$ cat src/rtl/intersection_pkg.sv
// Shared types and default timing for the intersection phase sequencer.
package intersection_pkg;

    typedef enum logic [2:0] {
        PhMainGreen  = 3'd0,
        PhMainYellow = 3'd1,
        PhAllRed1    = 3'd2,
        PhSideGreen  = 3'd3,
        PhSideYellow = 3'd4,
        PhAllRed2    = 3'd5,
        PhPedWalk    = 3'd6
    } phase_t;

    localparam int unsigned DefTw       = 6;
    localparam int unsigned DefMainMin  = 20;
    localparam int unsigned DefSideMin  = 5;
    localparam int unsigned DefSideMax  = 12;
    localparam int unsigned DefYellow   = 3;
    localparam int unsigned DefAllRed   = 2;
    localparam int unsigned DefWalk     = 8;

endpackage

$ cat src/rtl/intersection_controller_if.sv
// Request inputs and lamp/status outputs of the intersection controller.
interface intersection_controller_if;

    logic       side_req;
    logic       ped_req;
    logic       main_red;
    logic       main_yellow;
    logic       main_green;
    logic       side_red;
    logic       side_yellow;
    logic       side_green;
    logic       walk;
    logic       ped_pending;
    logic [2:0] phase;

    // master: sensors/buttons side; slave: the controller.
    modport master (
        output side_req, ped_req,
        input  main_red, main_yellow, main_green, side_red, side_yellow, side_green,
        input  walk, ped_pending, phase
    );

    modport slave (
        input  side_req, ped_req,
        output main_red, main_yellow, main_green, side_red, side_yellow, side_green,
        output walk, ped_pending, phase
    );

endinterface

$ cat src/rtl/dwell_timer.sv
// Cycles-in-phase counter: synchronous clear, saturates at all-ones.
module dwell_timer #(
    parameter int unsigned TW = 6
) (
    input  logic          clk,
    input  logic          reset,
    input  logic          clr,
    output logic [TW-1:0] cnt
);

    logic [TW-1:0] cnt_q;

    always_ff @(posedge clk or posedge reset) begin
        if (reset) begin
            cnt_q <= '0;
        end else if (clr) begin
            cnt_q <= '0;
        end else if (cnt_q != '1) begin
            cnt_q <= cnt_q + 1'b1;
        end
    end

    assign cnt = cnt_q;

endmodule

$ cat src/rtl/intersection_controller.sv
// Two-road intersection phase sequencer with all-red clearance.
// Pedestrian phase is built only when INTERSECTION_PED_EN is defined.
module intersection_controller
    import intersection_pkg::*;
#(
    parameter int unsigned TW         = DefTw,
    parameter int unsigned T_MAIN_MIN = DefMainMin,
    parameter int unsigned T_SIDE_MIN = DefSideMin,
    parameter int unsigned T_SIDE_MAX = DefSideMax,
    parameter int unsigned T_YELLOW   = DefYellow,
    parameter int unsigned T_ALLRED   = DefAllRed,
    parameter int unsigned T_WALK     = DefWalk
) (
    input logic                      clk,
    input logic                      reset,
    intersection_controller_if.slave bus
);

    localparam int unsigned TMax = (1 << TW) - 1;

    if (T_MAIN_MIN < 1 || T_MAIN_MIN > TMax || T_SIDE_MIN < 1 || T_SIDE_MAX > TMax ||
        T_SIDE_MIN > T_SIDE_MAX || T_YELLOW < 1 || T_YELLOW > TMax ||
        T_ALLRED < 1 || T_ALLRED > TMax || T_WALK < 1 || T_WALK > TMax) begin : g_param_check
        $error("intersection_controller: duration parameter out of range");
    end

    localparam logic [TW-1:0] MainMinM1 = TW'(T_MAIN_MIN - 1);
    localparam logic [TW-1:0] SideMinM1 = TW'(T_SIDE_MIN - 1);
    localparam logic [TW-1:0] SideMaxM1 = TW'(T_SIDE_MAX - 1);
    localparam logic [TW-1:0] YellowM1  = TW'(T_YELLOW - 1);
    localparam logic [TW-1:0] AllRedM1  = TW'(T_ALLRED - 1);
`ifdef INTERSECTION_PED_EN
    localparam logic [TW-1:0] WalkM1    = TW'(T_WALK - 1);
`endif

    phase_t        phase_q, phase_d;
    logic [TW-1:0] cnt;
    logic          ped_pend;
    logic          main_red_q, main_yellow_q, main_green_q;
    logic          side_red_q, side_yellow_q, side_green_q;

    dwell_timer #(
        .TW(TW)
    ) u_dwell_timer (
        .clk  (clk),
        .reset(reset),
        .clr  (phase_d != phase_q),
        .cnt  (cnt)
    );

    always_comb begin
        phase_d = phase_q;
        case (phase_q)
            PhMainGreen:  if (cnt >= MainMinM1 && (bus.side_req || ped_pend))
                              phase_d = PhMainYellow;
            PhMainYellow: if (cnt == YellowM1) phase_d = PhMainRedNext();
            PhAllRed1:    if (cnt == AllRedM1) phase_d = ped_pend ? PhPedWalk : PhSideGreen;
            PhSideGreen:  if (cnt == SideMaxM1 || (cnt >= SideMinM1 && !bus.side_req))
                              phase_d = PhSideYellow;
            PhSideYellow: if (cnt == YellowM1) phase_d = PhAllRed2;
            PhAllRed2:    if (cnt == AllRedM1) phase_d = PhMainGreen;
`ifdef INTERSECTION_PED_EN
            PhPedWalk:    if (cnt == WalkM1) phase_d = bus.side_req ? PhSideGreen : PhAllRed2;
`endif
            default:      phase_d = PhAllRed2;
        endcase
    end

    function automatic phase_t PhMainRedNext();
        return PhAllRed1;
    endfunction

    // Lamps are registered from the next phase so they change on the same edge as phase_q.
    always_ff @(posedge clk or posedge reset) begin
        if (reset) begin
            phase_q       <= PhAllRed2;
            main_red_q    <= 1'b1;
            main_yellow_q <= 1'b0;
            main_green_q  <= 1'b0;
            side_red_q    <= 1'b1;
            side_yellow_q <= 1'b0;
            side_green_q  <= 1'b0;
        end else begin
            phase_q       <= phase_d;
            main_green_q  <= (phase_d == PhMainGreen);
            main_yellow_q <= (phase_d == PhMainYellow);
            main_red_q    <= !(phase_d == PhMainGreen || phase_d == PhMainYellow);
            side_green_q  <= (phase_d == PhSideGreen);
            side_yellow_q <= (phase_d == PhSideYellow);
            side_red_q    <= !(phase_d == PhSideGreen || phase_d == PhSideYellow);
        end
    end

`ifdef INTERSECTION_PED_EN
    logic ped_pending_q, walk_q;

    // Entering the walk phase clears the request even if the button is pressed that cycle.
    always_ff @(posedge clk or posedge reset) begin
        if (reset) begin
            ped_pending_q <= 1'b0;
            walk_q        <= 1'b0;
        end else begin
            walk_q <= (phase_d == PhPedWalk);
            if (phase_d == PhPedWalk && phase_q != PhPedWalk) begin
                ped_pending_q <= 1'b0;
            end else if (bus.ped_req && phase_q != PhPedWalk) begin
                ped_pending_q <= 1'b1;
            end
        end
    end

    assign ped_pend        = ped_pending_q;
    assign bus.walk        = walk_q;
    assign bus.ped_pending = ped_pending_q;
`else
    assign ped_pend        = 1'b0;
    assign bus.walk        = 1'b0;
    assign bus.ped_pending = 1'b0;
`endif

    assign bus.phase       = phase_q;
    assign bus.main_red    = main_red_q;
    assign bus.main_yellow = main_yellow_q;
    assign bus.main_green  = main_green_q;
    assign bus.side_red    = side_red_q;
    assign bus.side_yellow = side_yellow_q;
    assign bus.side_green  = side_green_q;

endmodule

$ cat src/flat_wrapper.sv
// flat-port wrapper written by rule: the top's interface ports become plain ports
module intersection_controller_flat import intersection_pkg::*;
#(
    parameter int unsigned TW         = DefTw,
    parameter int unsigned T_MAIN_MIN = DefMainMin,
    parameter int unsigned T_SIDE_MIN = DefSideMin,
    parameter int unsigned T_SIDE_MAX = DefSideMax,
    parameter int unsigned T_YELLOW   = DefYellow,
    parameter int unsigned T_ALLRED   = DefAllRed,
    parameter int unsigned T_WALK     = DefWalk
)
  (clk, reset, bus_side_req, bus_ped_req, bus_main_red, bus_main_yellow, bus_main_green, bus_side_red, bus_side_yellow, bus_side_green, bus_walk, bus_ped_pending, bus_phase);
  intersection_controller_if bus_i ();
  input logic clk;
  input logic reset;
  input wire logic [$bits(bus_i.side_req)-1:0] bus_side_req;
  input wire logic [$bits(bus_i.ped_req)-1:0] bus_ped_req;
  output wire logic [$bits(bus_i.main_red)-1:0] bus_main_red;
  output wire logic [$bits(bus_i.main_yellow)-1:0] bus_main_yellow;
  output wire logic [$bits(bus_i.main_green)-1:0] bus_main_green;
  output wire logic [$bits(bus_i.side_red)-1:0] bus_side_red;
  output wire logic [$bits(bus_i.side_yellow)-1:0] bus_side_yellow;
  output wire logic [$bits(bus_i.side_green)-1:0] bus_side_green;
  output wire logic [$bits(bus_i.walk)-1:0] bus_walk;
  output wire logic [$bits(bus_i.ped_pending)-1:0] bus_ped_pending;
  output wire logic [$bits(bus_i.phase)-1:0] bus_phase;
  assign bus_i.side_req = bus_side_req;
  assign bus_i.ped_req = bus_ped_req;
  assign bus_main_red = bus_i.main_red;
  assign bus_main_yellow = bus_i.main_yellow;
  assign bus_main_green = bus_i.main_green;
  assign bus_side_red = bus_i.side_red;
  assign bus_side_yellow = bus_i.side_yellow;
  assign bus_side_green = bus_i.side_green;
  assign bus_walk = bus_i.walk;
  assign bus_ped_pending = bus_i.ped_pending;
  assign bus_phase = bus_i.phase;
  intersection_controller #(.TW(TW), .T_MAIN_MIN(T_MAIN_MIN), .T_SIDE_MIN(T_SIDE_MIN), .T_SIDE_MAX(T_SIDE_MAX), .T_YELLOW(T_YELLOW), .T_ALLRED(T_ALLRED), .T_WALK(T_WALK)) u_core (.clk(clk), .reset(reset), .bus(bus_i));
endmodule
$ cat config.mk
export PLATFORM = sky130hd
export DESIGN_NAME = intersection_controller_flat
export DESIGN_NICKNAME = d
export VERILOG_FILES = /design/src/rtl/intersection_pkg.sv /design/src/rtl/intersection_controller_if.sv /design/src/rtl/dwell_timer.sv /design/src/rtl/intersection_controller.sv /design/src/flat_wrapper.sv
export SDC_FILE = /design/constraint.sdc
export NUM_CORES = 1
export LEC_CHECK = 0
export CORE_MARGIN = 10
export CORE_UTILIZATION = 23
export DETAILED_ROUTE_END_ITERATION = 10
export GPL_TIMING_DRIVEN = 0
export PLACE_DENSITY = 0.48
export SYNTH_ARGS = -nofsm -noshare
export SYNTH_HDL_FRONTEND = slang
export SYNTH_SLANG_ARGS = --single-unit
$ cat constraint.sdc
create_clock -name clk -period 2.7 [get_ports clk]
set_clock_uncertainty 0.1 [all_clocks]
set_input_delay 0.54 -clock clk [delete_from_list [all_inputs] [get_ports clk]]
set_output_delay 0.54 -clock clk [all_outputs]
set_load 0.05 [all_outputs]
## Yosys cells after proc, flatten, opt, wreduce, memory -nomap -nowiden

Index checks and enable logic that the tools add are counted.

- Register bits: 15
- Bits of input ports: 4
- Output and inout port bits: 11
- Word-level logic and storage cells: 44

- Magnitude comparators: 2
- Reductions and logical operators: 11
- Add/subtract/negate cells: 1
- Equality and inequality tests: 13
- Mux-type cells: 9

Operators with widths:

| kind | number |
|---|---|
| $mux 3 | 6 |
| $pmux 3 s6 | 1 |
| $mux 6 | 2 |
| $eq 3x2->1 const B | 3 |
| $eq 3x3->1 const B | 3 |
| $add 6x1->6 const B | 1 |
| $eq 3x1->1 const B | 2 |
| $eq 6x1->1 const B | 1 |
| $eq 6x2->1 const B | 1 |
| $eq 6x4->1 const B | 1 |
| $ge 6x3->1 const B | 1 |
| $ge 6x5->1 const B | 1 |
| $logic_not 3->1 | 2 |
| $ne 6x6->1 const B | 1 |
| $logic_not 1->1 | 3 |
| $logic_or 1x1->1 | 3 |
| $ne 3x3->1 | 1 |
| $logic_and 1x1->1 | 2 |
| $reduce_bool 2->1 | 1 |

## Depth between registers and ports, before layout

Gate-level depths: netlist of the first run.

- Depth after elaboration: 8
- Gate-level depth with buffers: 8
- Gate-level depth less buffers: 8

## By module

Synthesis of the first run repeated with hierarchy kept, for this count alone.

- Cell total of the unflattened synthesis: 91
- Area total of the unflattened synthesis: 900.9 µm²

By module, submodules not included:

| module | times used | cells an instance | area each (µm²) |
|---|---|---|---|
| intersection_controller | 1 | 62 | 580.6 |
| dwell_timer | 1 | 29 | 320.3 |

## Least setup slack after synthesis of the first run

Ideal clock, no wire load.

- Path kind: reg-to-reg
- Start point: reg u_core.u_dwell_timer.cnt_q[1], in the netlist u_core.u_dwell_timer.cnt[1]
- End point: reg u_core.u_dwell_timer.cnt_q[4], in the netlist u_core.u_dwell_timer.cnt[4]
- Clock period less this slack: 1.880 ns
- Cell stages (with the launch flop): 7
- Setup slack: 0.820 ns
- Data required time: 2.470 ns
- Arrival: 1.650 ns
- Cells stage by stage: dfrtp_1 > ha_1 > or4b_4 > a21oi_1 > o21ai_1 > a2bb2oi_2 > nor3_1

- Longest elaborated chain between the ends: 7
- Elaborated cells on any way between the ends: 21

Ends and longest elaborated chain:

| element | line | source |
|---|---|---|
| from (decl) | dwell_timer.sv:11 | `logic [TW-1:0] cnt_q;` |
| from (signal assigned) | dwell_timer.sv:19 | `cnt_q <= cnt_q + 1'b1;` |
| $ge 6x3->1 | intersection_controller.sv:58 | `PhSideGreen: if (cnt == SideMaxM1 \|\| (cnt >= SideMinM1 && !bus.side_req))` |
| $logic_and 1x1->1 | intersection_controller.sv:58 |  |
| $logic_or 1x1->1 | intersection_controller.sv:58 |  |
| $mux 3 | intersection_controller.sv:58 |  |
| $pmux 3 s6 | intersection_controller.sv:53 | `case (phase_q)` |
| $ne 3x3->1 | intersection_controller.sv:47 | `.clr (phase_d != phase_q),` |
| $mux 6 or $reduce_bool 2->1 (tied branches) | n/a |  |

Several ways; a longest one is shown, not always the timed one. The select of a mux whose other input is x is not followed.
A chain may end at the register's enable or synchronous reset.

## Final worst setup path of the first run

- Start point: reg u_core.phase_q[2], in the netlist u_core.bus.phase[2]
- End point: out bus_phase[2]

RTL lines:

| element | line | source |
|---|---|---|
| from (decl) | intersection_controller.sv:36 | `phase_t phase_q, phase_d;` |
| from (signal assigned) | intersection_controller.sv:76 | `phase_q <= PhAllRed2;` |
| from (signal assigned) | intersection_controller.sv:84 | `phase_q <= phase_d;` |
| to (decl) | flat_wrapper.sv:26 | `output wire logic [$bits(bus_i.phase)-1:0] bus_phase;` |

No word-level cell between the ends.

==> results_dict.tcl, run 1 <==
set metrics [dict create \
    outcome "completed" \
    synth-simple-area-share 0.2490 \
    cts_buffer_depth 2 \
    dr.pass1.iters 4 \
    drt_iter0_markers 36 \
    hold_buffers 0 \
    cp_slowest_cell "clkdlybuf4s50_1" \
    worstPathRequired_ns 2.06 \
    finalPower_uw 1442 \
    grtUsageTotal 0.05696 \
    drcViolationCount 0 \
    yosysWarnings 0 \
    grt_max_degree 16 \
    antenna_found_initial 0 \
    placementRows 23 \
    crit_fanout 5 \
    drive_gt1_frac 0.2389 \
    rrSetupSlack_ns 0.53 \
    synth_top_area_share 0.2883 \
    cts_tree "built" \
    setup_viol 0 \
    avgSynthCellArea_um2 9.842 \
    critPathTopFamily "buffers and inverters" \
    critPathMaxStageDelay_ns 0.82 \
    slew-limit-headroom 0.6266 \
    die-area_um2 7128 \
    hpwl_um 1551 \
    clk-insertion-delay-late_ns 0.25 \
    htreeDepth 1 \
    grt_pass1_vias 698 \
    postPlaceCellArea_um2 1131 \
    hold_class "reg -> reg" \
    vias_per_cell 4.564 \
    leakagePower_uw 0.0004824 \
    gp_congestion 0.8211 \
    worst_pin_slew_ns 0.5595 \
    arrival_ns 1.63 \
    r2r_end "u_core.u_dwell_timer.cnt[4]$_DFFE_PP0P_" \
    numCtsBuffers 3 \
    synth_cells 97 \
    syn_area_um2 954.7 \
    synth_xor_area_frac 0.009174 \
    ys_seq_area_frac 0.3984 \
    drv_slew 0 \
    critPathLaunchType "register" \
    powerDensity_nw_per_um2 1225 \
    synth_seq_cells 15 \
    min_path_cells 2 \
    fillers 421 \
    path_clk_slew_ns 0.06 \
    synthAdderAreaFrac 0.05242 \
    path_cells "clkdlybuf4s50_1" \
    die_y_um 84.43 \
    synthToLayoutAreaGrowth_pct 23.33 \
    grt_setup_unrepaired "false" \
    routedWlPerCell_um 12.48 \
    finalHoldViolCount 0 \
    drtAntennaViolNets 0 \
    cts.repair.resized 0 \
    synth_top_family_by_area "simple AND/OR/NAND/NOR gates" \
    setup_ws_ns 0.4286 \
    worst_ir_drop_vdd_uv 365.6 \
    core_um2 4000 \
    routed_wl_um 2035 \
    period_minus_slack_ns 2.271 \
    io_pins 15 \
    synth_top_area_cell "dfrtp_1" \
    timing.fmax_mhz 440.3 \
    crit_type "reg -> out" \
    whs_ns 0.4922 \
    crit_buf_inv 1 \
    hold_end "u_core.u_dwell_timer.cnt[1]$_DFFE_PP0P_" \
    fin_crit_sh 0.8412 \
    cts_sinks 15 \
    final_cell_area_um2 1177 \
    antenna-diode-count 0 \
    cp-end-kind "output pin" \
    grt-ovfl-total 0 \
    ys_top_cells_by_area "dfrtp_1, dfstp_2, ha_1, a21oi_1, nor2_1" \
    synth_cell_types 43 \
    muxShareOfSynthArea 0.01048 \
    cap_violations 0 \
    final_nets 122 \
    reg2reg_from "u_core.u_dwell_timer.cnt[1]$_DFFE_PP0P_" \
    dr_total_vias 744 \
    clock-root-buffer "clkbuf_8" \
    die_x_um 84.43 \
    worstHoldStart "u_core.u_dwell_timer.cnt[1]$_DFFE_PP0P_" \
    post-cts-setup-buffers 0 \
    portBuffers 11 \
    dp_slack_ns 0.3530 \
    rr_worst_depth 6 \
    synth-compound-area-share 0.1900 \
    start_util 0.2387 \
    grt_pass1_wl_um 3422 \
    tns_ns 0 \
]
[synthesized netlist by cell type, drive strengths merged]
cell type  count
clkbuf         2
o41ai          1
inv            4
nor3           4
o21bai         1
o21ai          6
a211oi         1
nand2b         2
a21oi          8
a21boi         1
conb           1
or4            1
dfrtp         11
nor4           2
a31oi          3
nor4bb         1
ha             4
a2bb2oi        1
o22ai          1
or4b           1
dfstp          4
mux2i          1
and3b          1
a41oi          1
a22oi          1
nand2          4
o22a           1
xnor2          1
buf            6
nand3          7
o21a           1
and3           2
nor2          11
[area by class of cell]
type / count / area (um^2) / area share
multi-input combinational: 71 / 495.5 / 0.4208
sequential: 15 / 380.4 / 0.3231
timing repair buffer: 11 / 110.1 / 0.09352
buffer: 8 / 67.56 / 0.05739
tap: 50 / 62.56 / 0.05313
clock buffer: 3 / 41.29 / 0.03507
inverter: 4 / 15.01 / 0.01275
clock inverter: 1 / 5.005 / 0.004251
[metal layers]
metal	routed length (um)	vias to the layer above	track usage
li1	-	375	-
met1	953	351	0.06935
met2	930	18	0.08645
met3	150	0	0.02995
met4	0	0	0.01347
met5	0	-	0
[state kept, by name (all words and copies together) (netlist names)]
| register | flops |
|---|---|
| u_core.u_dwell_timer.cnt | 6 |
| u_core.bus.phase | 3 |
| u_core.bus.main_green | 1 |
| u_core.bus.main_red | 1 |
| u_core.bus.main_yellow | 1 |
| u_core.bus.side_green | 1 |
| u_core.bus.side_red | 1 |
| u_core.bus.side_yellow | 1 |
[where the power goes]
part           switching (uW)  total (uW)  internal (uW)
clock                    77.5         180            102
combinational             542         880            337
sequential               62.4         383            321
[logic make-up after synthesis]
logic type	count (synthesis)
AOI/OAI and AO/OA	27
xor gates and xnor gates	1
adders and majority gates	4
buffers and inverters	12
DFF	15
muxes	1
other	1
and+or+nand+nor	36
[how the worst max path moves through the flow]
stage / from / to / slack (ns) / cells after the start
after floorplan: u_core.u_dwell_timer.cnt[1]$_DFFE_PP0P_ / u_core.u_dwell_timer.cnt[4]$_DFFE_PP0P_ / 0.82 / 6
after global placement: bus_side_req / u_core.u_dwell_timer.cnt[4]$_DFFE_PP0P_ / 0.40 / 5
after detailed placement: bus_side_req / u_core.u_dwell_timer.cnt[4]$_DFFE_PP0P_ / 0.35 / 5
after CTS: u_core.bus.phase[0]$_DFF_PP1_ / bus_phase[0] / 0.41 / 1
after global routing: u_core.bus.phase[0]$_DFF_PP1_ / bus_phase[0] / 0.38 / 1
final: u_core.bus.phase[2]$_DFF_PP1_ / bus_phase[2] / 0.43 / 1
[cell usage in the layout, fill, tap and decap left out, types with 2 or more instances in the layout]
master,count
a21oi_1,8
a31oi_1,3
buf_4,4
clkbuf_8,4
clkdlybuf4s50_1,11
conb_1,2
dfrtp_1,11
dfstp_2,4
ha_1,4
inv_1,3
nand2_1,4
nand2b_1,2
nand3_1,7
nor2_1,10
nor3_2,2
o21ai_0,5
[metrics by stage]
step | util | cells
final | 0.2943 | 163
after global routing | 0.2943 | 163
after CTS | 0.2943 | 163
after detailed placement | 0.2828 | 159
after global placement | 0.2828 | 159
after floorplan | - | 98
No activity file was read; power rests on OpenSTA's default activity.
==> inputs of run 2 (changes only) <==
==> constraint.sdc (replaced) <==
create_clock -name clk -period 2.1 [get_ports clk]
set_clock_uncertainty 0.1 [all_clocks]
set_input_delay 0.42 -clock clk [delete_from_list [all_inputs] [get_ports clk]]
set_output_delay 0.42 -clock clk [all_outputs]
set_load 0.05 [all_outputs]
==> run 2 against run 1 <==
Net effect:
- utilization grew 0.63 points
- highest routed layer unchanged
- first-iteration DRC count shrank 31%
- largest cell class unchanged
- routed wire length grew 0.25%
- die area is the same
- power grew 30%
- critical path type unchanged
- design area grew 2.1%
- combinational power grew 31%
- count of clock-buffer cells in the layout is the same
- worst hold slack lost 0.070 ns
==> results_dict.tcl, run 2 (synthesis gave the netlist of run 1 again) <==
set metrics [dict create \
    fin_crit_sh 0.9516 \
    cp-end-kind "output pin" \
    critPathTopFamily "buffers and inverters" \
    htreeDepth 1 \
    finalHoldViolCount 0 \
    antenna-diode-count 0 \
    placementRows 23 \
    portBuffers 11 \
    cts_buffer_depth 2 \
    mostFrequentLayoutCells "nor2_1, dfrtp_1, a21oi_1, nand3_1, clkdlybuf4s50_1" \
    clock-root-buffer "clkbuf_8" \
    dp_slack_ns -0.1270 \
    setup_viol 0 \
    numCtsBuffers 3 \
    slew-limit-headroom 0.6268 \
    die-area_um2 7128 \
    antenna_found_initial 0 \
    die_x_um 84.43 \
    critPathLaunchType "register" \
    dr.pass1.iters 4 \
    gp_congestion 0.8211 \
    largest_reg_flops 6 \
    core_um2 4000 \
    utilization 0.3006 \
    vias_per_cell 4.652 \
    mostFrequentLayoutCell "nor2_1" \
    io_pins 15 \
    timing.fmax_mhz 500.4 \
    path_cells "clkdlybuf4s50_1" \
    synthToLayoutAreaGrowth_pct 25.95 \
    crit_type "reg -> out" \
    cp_slowest_cell "clkdlybuf4s50_1" \
    cap_violations 0 \
    drcViolationCount 0 \
    period_minus_slack_ns 1.998 \
    worstPathRequired_ns 1.58 \
    critPathMaxStageDelay_ns 0.83 \
    rr_worst_depth 8 \
    hpwl_um 1551 \
    drtAntennaViolNets 0 \
    drive_gt1_frac 0.2719 \
    drt_iter0_markers 25 \
    grt_pass1_wl_um 3456 \
    cts_tree "built" \
    setup_ws_ns 0.1016 \
    final_cell_area_um2 1202 \
    dr_total_vias 763 \
    path_clk_slew_ns 0.06 \
    start_util 0.2387 \
    grt_setup_unrepaired "false" \
    cts_sinks 15 \
    crit_fanout 4 \
    arrival_ns 1.48 \
    outcome "completed" \
    crit_buf_inv 1 \
    grt-ovfl-total 0 \
    routedWlPerCell_um 12.44 \
    final_nets 123 \
    hold_class "in -> async" \
    leakagePower_uw 0.0005014 \
    grt_max_degree 16 \
    worst_ir_drop_vdd_uv 469.8 \
    powerDensity_nw_per_um2 1565 \
    reg2reg_from "u_core.u_dwell_timer.cnt[0]$_DFFE_PP0P_" \
    postPlaceCellArea_um2 1131 \
    grtUsageTotal 0.05755 \
    routed_wl_um 2040 \
    clk-insertion-delay-late_ns 0.25 \
    r2r_end "u_core.u_dwell_timer.cnt[4]$_DFFE_PP0P_" \
    rrSetupSlack_ns 0.14 \
    drv_slew 0 \
    grt_pass1_vias 702 \
    worst_pin_slew_ns 0.5591 \
    die_y_um 84.43 \
    worstSetupStartpoint "u_core.bus.phase[1]$_DFF_PP0_" \
]
-- run 2: changes by cell type in the layout (fill, tap and decap cells not counted), sizes merged --
cell	before	now
buf	6	7
clkdlybuf4s50	11	7
dlygate4sd2	0	2
dlymetal6s2s	0	2
-- run 2: metrics by stage --
stage / hold WS [ns] / std cells / power, uW / setup TNS, ns
5_1_grt: 0.4718 / 164 / 2036 / 0
4_1_cts: 0.4477 / 164 / 1894 / 0
3_3_place_gp: 0.4723 / 159 / 1626 / -0.2874
2_1_floorplan: 0.2186 / 98 / 1355 / 0
6_report: 0.4220 / 164 / 1882 / 0
3_5_place_dp: 0.4879 / 159 / 1633 / -0.5653
-- run 2: area by class of cell --
| cell class | instances | area (um^2) |
|---|---|---|
| fill | 420 | 2798 |
| multi-input combinational | 71 | 508.0 |
| sequential | 15 | 382.9 |
| timing repair buffer | 12 | 120.1 |
| buffer | 8 | 67.56 |
| tap | 50 | 62.56 |
| clock buffer | 3 | 41.29 |
| inverter | 4 | 15.01 |
| clock inverter | 1 | 5.005 |
-- run 2: how the worst max path moves through the flow --
stage                                              end  slack, ns  cells past startpoint
2_1_floorplan  u_core.u_dwell_timer.cnt[4]$_DFFE_PP0P_       0.22                      6
3_3_place_gp   u_core.u_dwell_timer.cnt[4]$_DFFE_PP0P_      -0.08                      5
3_5_place_dp   u_core.u_dwell_timer.cnt[4]$_DFFE_PP0P_      -0.13                      5
4_1_cts                                   bus_main_red       0.02                      1
5_1_grt               u_core.bus.side_yellow$_DFF_PP0_      0.004                      6
6_report                                  bus_phase[1]       0.10                      1
-- run 2: what timing repair did --
item                                    CTS  global route
gates resized for setup                   3             5
hold buffers                              0             0
endpoints found under the setup margin    9            10
setup buffers                             1             0
pin swaps                                 1             1
-- run 2: power breakdown --
| part | internal [uW] | total, uW | leakage (uW) | switching (uW) |
|---|---|---|---|---|
| clock | 131 | 231 | 0.0000255 | 99.8 |
| combinational | 447 | 1150 | 0.000293 | 701 |
| sequential | 416 | 502 | 0.000183 | 86.5 |
-- run 2: metal layers --
layer	track usage	up-vias	part of all wire
met2	0.08714	27	0.46
met1	0.07045	359	0.46
met3	0.02995	0	0.078
met4	0.01347	0	0
met5	0	-	0
li1	-	377	-
